`src/rtl/game_board_ctrl.sv`:
```
`default_nettype none
// ============================================================================
// game_board_ctrl : N x N two-player board with step cursor and win/draw scan
// Revision 1.0
// ============================================================================
module game_board_ctrl #(
    parameter int N      = 3,
    parameter int ORIGIN = 70,
    parameter int PITCH  = 160
) (
    input  logic             iCLK,
    input  logic             iRST_N,
    input  logic             iStep,
    input  logic [3:0]       iDir,
    input  logic             iPlace,
    input  logic             iNew,
    output logic [9:0]       oCursor_X,
    output logic [9:0]       oCursor_Y,
    output logic [2*N*N-1:0] oCells,
    output logic             oPlayer,
    output logic [1:0]       oWinner,
    output logic [1:0]       oState,
    output logic             oBusy,
    output logic             oIllegal
);

    localparam int CW = $clog2(N);
    localparam int IW = $clog2(N*N);
    localparam int MW = $clog2(N*N+1);
    localparam int NL = 2*N + 2;
    localparam int KW = $clog2(NL);

    localparam logic [CW-1:0] C_LAST   = CW'(N-1);
    localparam logic [KW-1:0] C_K_LAST = KW'(NL-1);
    localparam logic [MW-1:0] C_FULL   = MW'(N*N);
    localparam logic [9:0]    C_ORIGIN = 10'(ORIGIN);
    localparam logic [9:0]    C_PITCH  = 10'(PITCH);

    typedef enum logic [1:0] {
        IDLE  = 2'b00,
        CHECK = 2'b01,
        OVER  = 2'b10
    } state_t;

    // ---------------- step synchroniser ----------------
    logic s1, s2, s3, warm, armed;
    logic step_pulse;

    // A rise only counts once the button has been seen released after reset,
    // so a button held through reset release is not taken as a step.
    always_ff @(posedge iCLK or negedge iRST_N) begin
        if (!iRST_N) begin
            s1    <= 1'b0;
            s2    <= 1'b0;
            s3    <= 1'b0;
            warm  <= 1'b0;
            armed <= 1'b0;
        end else begin
            s1   <= iStep;
            s2   <= s1;
            s3   <= s2;
            warm <= 1'b1;
            if (warm && !s1 && !s2)
                armed <= 1'b1;
        end
    end

    assign step_pulse = s2 & ~s3 & armed;

    // ---------------- game state ----------------
    state_t            state, state_nxt;
    logic [KW-1:0]     k, k_nxt;
    logic [CW-1:0]     col, col_nxt, col_mv;
    logic [CW-1:0]     row, row_nxt, row_mv;
    logic [2*N*N-1:0]  cells, cells_nxt;
    logic              player, player_nxt;
    logic [1:0]        winner, winner_nxt;
    logic [MW-1:0]     moves, moves_nxt;
    logic              illegal, illegal_nxt;
    logic [9:0]        cur_x, cur_y;
    logic [IW-1:0]     tgt;
    logic [1:0]        tgt_code;
    logic [1:0]        cur_code;
    logic [NL-1:0]     line_match;

    assign cur_code = player ? 2'b10 : 2'b01;

    // Cursor after the requested move; opposing directions cancel per axis.
    always_comb begin
        col_mv = col;
        row_mv = row;
        if (iDir[0] && !iDir[1] && col != C_LAST)
            col_mv = col + 1'b1;
        else if (iDir[1] && !iDir[0] && col != '0)
            col_mv = col - 1'b1;
        if (iDir[2] && !iDir[3] && row != C_LAST)
            row_mv = row + 1'b1;
        else if (iDir[3] && !iDir[2] && row != '0)
            row_mv = row - 1'b1;
    end

    assign tgt      = IW'(row_mv) * IW'(N) + IW'(col_mv);
    assign tgt_code = cells[{tgt, 1'b0} +: 2];

    // Line l: rows 0..N-1, then columns, then main and anti diagonal.
    for (genvar gl = 0; gl < NL; gl++) begin : g_line
        logic [N-1:0] hit;
        for (genvar gj = 0; gj < N; gj++) begin : g_cell
            localparam int CI = (gl < N)    ? gl*N + gj :
                                (gl < 2*N)  ? gj*N + (gl - N) :
                                (gl == 2*N) ? gj*N + gj :
                                              gj*N + (N - 1 - gj);
            assign hit[gj] = (cells[2*CI +: 2] == cur_code);
        end
        assign line_match[gl] = &hit;
    end

    always_comb begin
        state_nxt   = state;
        k_nxt       = k;
        col_nxt     = col;
        row_nxt     = row;
        cells_nxt   = cells;
        player_nxt  = player;
        winner_nxt  = winner;
        moves_nxt   = moves;
        illegal_nxt = 1'b0;
        if (iNew) begin
            state_nxt  = IDLE;
            k_nxt      = '0;
            col_nxt    = '0;
            row_nxt    = '0;
            cells_nxt  = '0;
            player_nxt = 1'b0;
            winner_nxt = 2'b00;
            moves_nxt  = '0;
        end else begin
            case (state)
                IDLE: begin
                    if (step_pulse) begin
                        col_nxt = col_mv;
                        row_nxt = row_mv;
                        if (iPlace) begin
                            if (tgt_code == 2'b00) begin
                                cells_nxt[{tgt, 1'b0} +: 2] = cur_code;
                                moves_nxt = moves + 1'b1;
                                k_nxt     = '0;
                                state_nxt = CHECK;
                            end else begin
                                illegal_nxt = 1'b1;
                            end
                        end
                    end
                end
                CHECK: begin
                    if (line_match[k]) begin
                        winner_nxt = cur_code;
                        state_nxt  = OVER;
                    end else if (k == C_K_LAST) begin
                        if (moves == C_FULL) begin
                            winner_nxt = 2'b11;
                            state_nxt  = OVER;
                        end else begin
                            player_nxt = ~player;
                            state_nxt  = IDLE;
                        end
                    end else begin
                        k_nxt = k + 1'b1;
                    end
                end
                default: begin
                end
            endcase
        end
    end

    always_ff @(posedge iCLK or negedge iRST_N) begin
        if (!iRST_N) begin
            state   <= IDLE;
            k       <= '0;
            col     <= '0;
            row     <= '0;
            cells   <= '0;
            player  <= 1'b0;
            winner  <= 2'b00;
            moves   <= '0;
            illegal <= 1'b0;
            cur_x   <= C_ORIGIN;
            cur_y   <= C_ORIGIN;
        end else begin
            state   <= state_nxt;
            k       <= k_nxt;
            col     <= col_nxt;
            row     <= row_nxt;
            cells   <= cells_nxt;
            player  <= player_nxt;
            winner  <= winner_nxt;
            moves   <= moves_nxt;
            illegal <= illegal_nxt;
            cur_x   <= C_ORIGIN + 10'(col_nxt) * C_PITCH;
            cur_y   <= C_ORIGIN + 10'(row_nxt) * C_PITCH;
        end
    end

    assign oCursor_X = cur_x;
    assign oCursor_Y = cur_y;
    assign oCells    = cells;
    assign oPlayer   = player;
    assign oWinner   = winner;
    assign oState    = state;
    assign oBusy     = (state != IDLE);
    assign oIllegal  = illegal;

endmodule
`default_nettype wire
```
`config.mk`:
```
export PLATFORM = sky130hd
export DESIGN_NAME = game_board_ctrl
export DESIGN_NICKNAME = d
export VERILOG_FILES = /design/src/rtl/game_board_ctrl.sv
export SDC_FILE = /design/constraint.sdc
export NUM_CORES = 1
export LEC_CHECK = 0
export ABC_AREA = 0
export CORE_MARGIN = 4
export CORE_UTILIZATION = 49
export CTS_CLUSTER_DIAMETER = 30
export DETAILED_ROUTE_END_ITERATION = 16
export PLACE_DENSITY = 0.82
export SLEW_MARGIN = 25
export SYNTH_ARGS = -nofsm -noshare
export SYNTH_HDL_FRONTEND = slang
export SYNTH_SLANG_ARGS = --single-unit
```
`constraint.sdc`:
```
create_clock -name iCLK -period 4.6 [get_ports iCLK]
set_clock_uncertainty 0.15 [all_clocks]
set_input_delay 0.46 -clock iCLK [delete_from_list [all_inputs] [get_ports iCLK]]
set_output_delay 0.46 -clock iCLK [all_outputs]
set_load 0.05 [all_outputs]
```
-- After elaboration in Yosys (flattened, before gate mapping)
Index checks and enable logic that the tools add are counted.
- magnitude comparators: 1
- bitwise gates (word level): 4
- $mul: 3
- reduce and logical (&&, ||, !) cells: 43
- equality and inequality tests: 22
- add/sub/neg operators: 10
- shift operators: 3
- mux-type cells: 54
- operators with widths (operator ; count):
    $mux 18 ; 5
    $mux 2 ; 23
    $reduce_and 3->1 ; 9
    $add 7x10->10 const A ; 2
    $mux 4 ; 5
    $bwmux 18 ; 1
    $eq 2x2->1 ; 9
    $mux 3 ; 6
    $reduce_bool 2->1 ; 9
    $shift 2x7->18 const A ; 1
    $shiftx 18x6->2 ; 1
    $shiftx 2x7->18 ; 1
    $ne 3x3->1 const B ; 5
    $mux 1 ; 11
    $logic_and 1x1->1 ; 10
    $mul 2x3->5 const B ; 2
    $reduce_bool 3->1 ; 3
    $ne 2x2->1 const B ; 4
    $reduce_and 4->1 ; 2
    $neg 5->7 ; 1
    $logic_not 1->1 ; 6
    $pmux 3 s2 ; 1
    $reduce_and 6->1 ; 1
    $reduce_and 5->1 ; 1
    16 further kinds ; 21
- bits in registers: 60
- word-level logic and storage cells: 156
- output and inout port bits: 45
- input port bits: 9

-- Longest topological paths before layout
- depth in word-level cells: 15
- depth in mapped cells: 19
- mapped depth without buffers: 17

-- Worst setup path after synthesis
OpenSTA, ideal clock, no wires.
- path type: register -> register
- start: register row[0]
- end: register cells[10], in the netlist oCells[10]
- period minus slack after synthesis: 4.420 ns
- data required time: 4.325 ns
- path buffers: 1
- library setup time: 0.125 ns
- arrival: 4.145 ns
- cell stages (with the launch flop): 17
- setup slack: 0.180 ns
- path through: dfrtp_1 inv_1 ha_1 nor2b_1 o311ai_0 fa_1 inv_1 ha_1 inv_1 fa_1 buf_6 or3b_4 a211oi_2 a41o_2 nor2_2 and3_4 mux2_4
- word-level cells in the longest chain between the ends: 14
- elaborated cells on any way between the ends: 23
- those cells by class: add/sub (4); mul (1); eq/ne (1); shift (3); mux (8); reduce/logical (6)
- ends and longest elaborated chain (what ; RTL line ; RTL):
    start, declared ; 74 ; logic [CW-1:0] row, row_nxt, row_mv;
    start signal, assigned ; 194 ; row <= row_nxt;
    branches (longest 3 deep; another with $sub 2x1->2) ; -- ;
    $mux 2 * ; 96 ; if (iDir[2] && !iDir[3] && row != C_LAST)
    $mul 2x2->4 * ; 102 ; assign tgt = IW'(row_mv) * IW'(N) + IW'(col_mv);
    $add 4x2->4 * ; 102 ;
    $neg 5->7 ; 145 ; cells_nxt[{tgt, 1'b0} +: 2] = cur_code;
    $shiftx 2x7->18 / $shift 2x7->18 (equally long branches) ; 145 ;
    $bwmux 18 ; 145 ;
    $mux 18 ; 144 ; if (tgt_code == 2'b00) begin
    $mux 18 ; 143 ; if (iPlace) begin
    $mux 18 ; 140 ; if (step_pulse) begin
    $mux 18 ; 138 ; case (state)
    $mux 18 ; 128 ; if (iNew) begin
    end signal, assigned ; 195 ; cells <= cells_nxt;
    end, declared ; 75 ; logic [2*N*N-1:0] cells, cells_nxt;
Mark *: on every way between the ends. The select of a mux whose other input is x is not followed.
A chain may end at the register's enable or synchronous reset.

-- Worst setup path after layout
- start: register row[0]
- end: register cells[1], in the netlist oCells[1]
The elaborated chain is that of the path after synthesis.

==> run_results.csv <==
group,metric,value,unit
layout,n_antenna_cell,0,
routing,viasPerCell,5.78,
clock_network,clk_latency,310,ps
grt,grt_max_degree,29,
floorplanning,start_util,50.7,%
power,power.share.switching,36.3,%
routing,vias,2689,
place,placed_area,0.00368,mm2
min_path,whs_path_depth,0,
clock_network,cts-root-buf,"clkbuf_8",
layout,final_layout_size_suffix_gt1_share,10.8,%
grt,overflow,0,
timing,period_share,95.8,%
place,dp_hpwl,5680,um
synthesis,synth_seq_cells,48,
power,leakagePower,1.65,nW
clock_network,cts_tree,"done",
place,routabilityCongestion,1.02,
grt,grt_usage,20.3,%
routing,first_iter_violations,148,
routing,first_pass_iters,5,
synthesis,synthAdderAreaFrac,8.24,%
layout,final_cell_area,0.00382,mm2
clock_network,clkTransAtPathRegs,90,ps
layout,mostFrequentLayoutCells,"dfrtp_1, clkdlybuf4s50_1, nand2_1",
floorplanning,fp.coreArea,0.00635,mm2
place,dp_cells,455,
timing,max-slew-margin-rel,40.4,%
routing,drt-total-wl,7560,um
timing,rsz0062_at_grt,"no",
power,pwr-share-seq,39.6,%
timing,setup_slack,195,ps
timing,finalSetupViolations,0,
floorplanning,die-area,0.00793,mm2
worst_setup_path,worst_ep_required_time,4680,ps
place,dpl_worst_slack,-33.9,ps
synthesis,synth-compound-area-share,16.9,%
synthesis,ys_seq_area_share,37.4,%
outcome,outcome,"completed",
worst_setup_path,path_max_fanout,8,
power,vdd_drop_max,0.173,mV
worst_setup_path,regToRegSetupSlack,190,ps
layout,fin_nets,416,
worst_setup_path,cp_common_cell,"inv_1",
power,powerDensity,314,mW/mm2
min_path,whs_endpoint,"s2",
floorplanning,row_count,29,
timing,finalHoldViolations,0,
clock_network,htree_levels,2,
layout,final_common_cell,"dfrtp_1",
flow_run,drv_cap,0,
min_path,hold_class,"reg2reg",
grt,grt_pass1_vias,2663,
floorplanning,die_y,89.0,um
timing,period_minus_slack,4410,ps
worst_setup_path,rr_worst_depth,18,
worst_setup_path,cpPeakStageDelay,510,ps
power,total_power,1.20,mW
grt,antenna_found_initial,0,
layout,multi_input_area,0.00180,mm2
power,pwr-share-comb,34.5,%
worst_setup_path,startpoint_type,"flip-flop",
power,p_sw,0.436,mW
synthesis,synth-edff-count,0,
synthesis,synth_mux_area_share,3.77,%
routing,ant_nets,0,
place,io_buffers,43,
power,clkPwrFrac,25.9,%
timing,slew_viol_final,0,
synthesis,netlist_area,0.00322,mm2
layout,fin_cells,465,
worst_setup_path,crit_slowest_cell,"or4_4",
synthesis,synth_ff_type,"dfrtp_1",
worst_setup_path,r2r-start,"row[0]",
synthesis,syn_inst,343,
synthesis,synth_top_family_by_area,"simple AND/OR/NAND/NOR gates",
grt,grt_pass1_wl,12600,um
worst_setup_path,worstPathArrival,4490,ps
layout,final_util,60.2,%
worst_setup_path,critPathKind,"reg2reg",
timing,fmax,227,MHz
synthesis,ys_types,65,
worst_setup_path,worstReg2RegEnd,"oCells[1]",
synthesis,synth_area_per_cell,9.38,um2
floorplanning,die_w,89.0,um
routing,drc_errors,0,
layout,nFillCells,526,
clock_network,clockBufferDepth,2,
min_path,holdCritStartpoint,"s1",
synthesis,yosys.area_share.simple,23.7,%
worst_setup_path,cp_cell_sequence,"inv_1, ha_1, nor3b_1, o21ai_1, o311ai_0, buf_4, fa_1, inv_1, ha_1, inv_1, fa_1, buf_4, nor2b_1, o21ai_1, a41o_2, or2_4, or4_4, o2bb2ai_2",
floorplanning,io_pins,54,
clock_network,numCtsBuffers,5,
synthesis,ys_warn_count,0,
synthesis,synth_xor_xnor_area_share,1.91,%
worst_setup_path,worstSetupEndpointType,"flip-flop",
timing,worstMarginPinSlew,891,ps
layout,ff_latch_area,0.00120,mm2
power,p_int,0.764,mW
synthesis,synthArstFlopShare,100,%
routing,wl_per_cell,16.2,um
layout,area_delta_synth_final,18.8,%
clock_network,cts.sinks,48,
## critical path: cells and delay by family (launching register included)
| kind | cells | cell delay, ps |
|---|---|---|
| AO/OA/AOI/OAI | 5 | 810 |
| buffers and inverters | 5 | 560 |
| AND/OR/NAND/NOR | 4 | 1000 |
| flip-flops | 1 | 400 |
| adder cells (fa/ha/maj) | 4 | 1420 |
## how the worst max path moves through the flow
stage | slack, ps | end | from | depth (start not counted)
2_1_floorplan | 180 | oCells[10] | row[0] | 16
3_3_place_gp | 100 | oCells[0] | iDir[2] | 17
3_5_place_dp | -30 | oCells[1] | iDir[2] | 17
4_1_cts | 110 | oCells[1] | row[0] | 18
5_1_grt | 10 | oCells[1] | row[0] | 18
6_report | 190 | oCells[1] | row[0] | 18
## registers in the layout, indices dropped and copies added (netlist names), 2 cells and up
register	cells
oWinner	2
oCursor_Y	4
col	2
k	3
oCells	18
row	2
moves	4
oState	2
oCursor_X	4
## power by group through the flow
stage | sequential (mW) | clock [mW] | combinational (mW)
finish | 0.476 | 0.310 | 0.414
global route | 0.481 | 0.337 | 0.456
CTS | 0.475 | 0.319 | 0.408
detailed placement | 0.484 | 0 | 0.403
global placement | 0.482 | 0 | 0.392
floorplan | 0.500 | 0 | 0.286
## routing by layer
metal  global-route usage, %  vias up  wire length (um)
met5                       0        -                 0
met4                    5.82        0               119
met3                    3.50       13               354
met2                    34.8       70              3790
met1                    26.4     1319              3290
li1                        -     1287                 -
## final cells by class
cell class	instances	area share, %
sequential	48	31.5
multi-input combinational	256	47.2
clock buffer	5	1.80
timing repair buffer	53	13.5
inverter	23	2.26
clock inverter	3	1.21
tap	77	2.52
## synth_stat cells (2+ instances only)
cell | n | area (um2)
o211ai_1 | 7 | 52.6
dfrtp_1 | 46 | 1150
a211oi_1 | 3 | 22.5
nor2b_1 | 15 | 93.8
ha_1 | 18 | 225
buf_4 | 14 | 105
nor3b_1 | 12 | 90.1
o21ai_1 | 4 | 20.0
a32oi_1 | 2 | 17.5
nand2b_1 | 4 | 25.0
o2bb2ai_2 | 2 | 30.0
o2111ai_1 | 2 | 17.5
a32o_1 | 2 | 20.0
and3_1 | 5 | 31.3
nor4_1 | 4 | 25.0
and3b_1 | 8 | 70.1
o21ai_0 | 14 | 70.1
conb_1 | 2 | 7.51
nor2_1 | 14 | 52.6
and2_1 | 3 | 18.8
nor3b_2 | 2 | 25.0
buf_6 | 2 | 22.5
a21oi_1 | 8 | 40.0
xnor2_1 | 7 | 61.3
nor3_1 | 9 | 45.0
or3_1 | 6 | 37.5
a22o_1 | 3 | 26.3
dfstp_2 | 2 | 52.6
mux2i_1 | 8 | 80.1
a31oi_1 | 3 | 18.8
buf_2 | 2 | 10.0
nand2_1 | 37 | 139
o221ai_1 | 2 | 17.5
o41ai_1 | 3 | 26.3
a22oi_1 | 4 | 30.0
fa_1 | 2 | 40.0
mux2_4 | 2 | 30.0
or2_2 | 3 | 18.8
inv_1 | 23 | 86.3
o31ai_1 | 2 | 15.0
nand3_1 | 3 | 15.0
clkbuf_1 | 5 | 18.8
a311oi_1 | 2 | 17.5
## repair_timing
item,CTS,global route
endpoints found under the setup margin,0,11
hold buffers,1,0
setup buffers,0,1
endpoints found under the hold margin,20,0
resized for setup,0,3
## metrics by stage
stage	setup TNS [ps]	hold WS (ps)
5_1_grt	0	251
3_3_place_gp	0	209
2_1_floorplan	0	14.4
4_1_cts	0	234
6_report	0	232
3_5_place_dp	-84.1	212
## cell families after synthesis
| kind of cell | count (synthesis) |
|---|---|
| xor+xnor | 7 |
| flops | 48 |
| other cells | 2 |
| simple gates | 134 |
| mux | 11 |
| fa+ha+maj | 20 |
| buf+inv | 48 |
| compound gates | 73 |
Note: power is estimated with default switching activity, not from simulation.
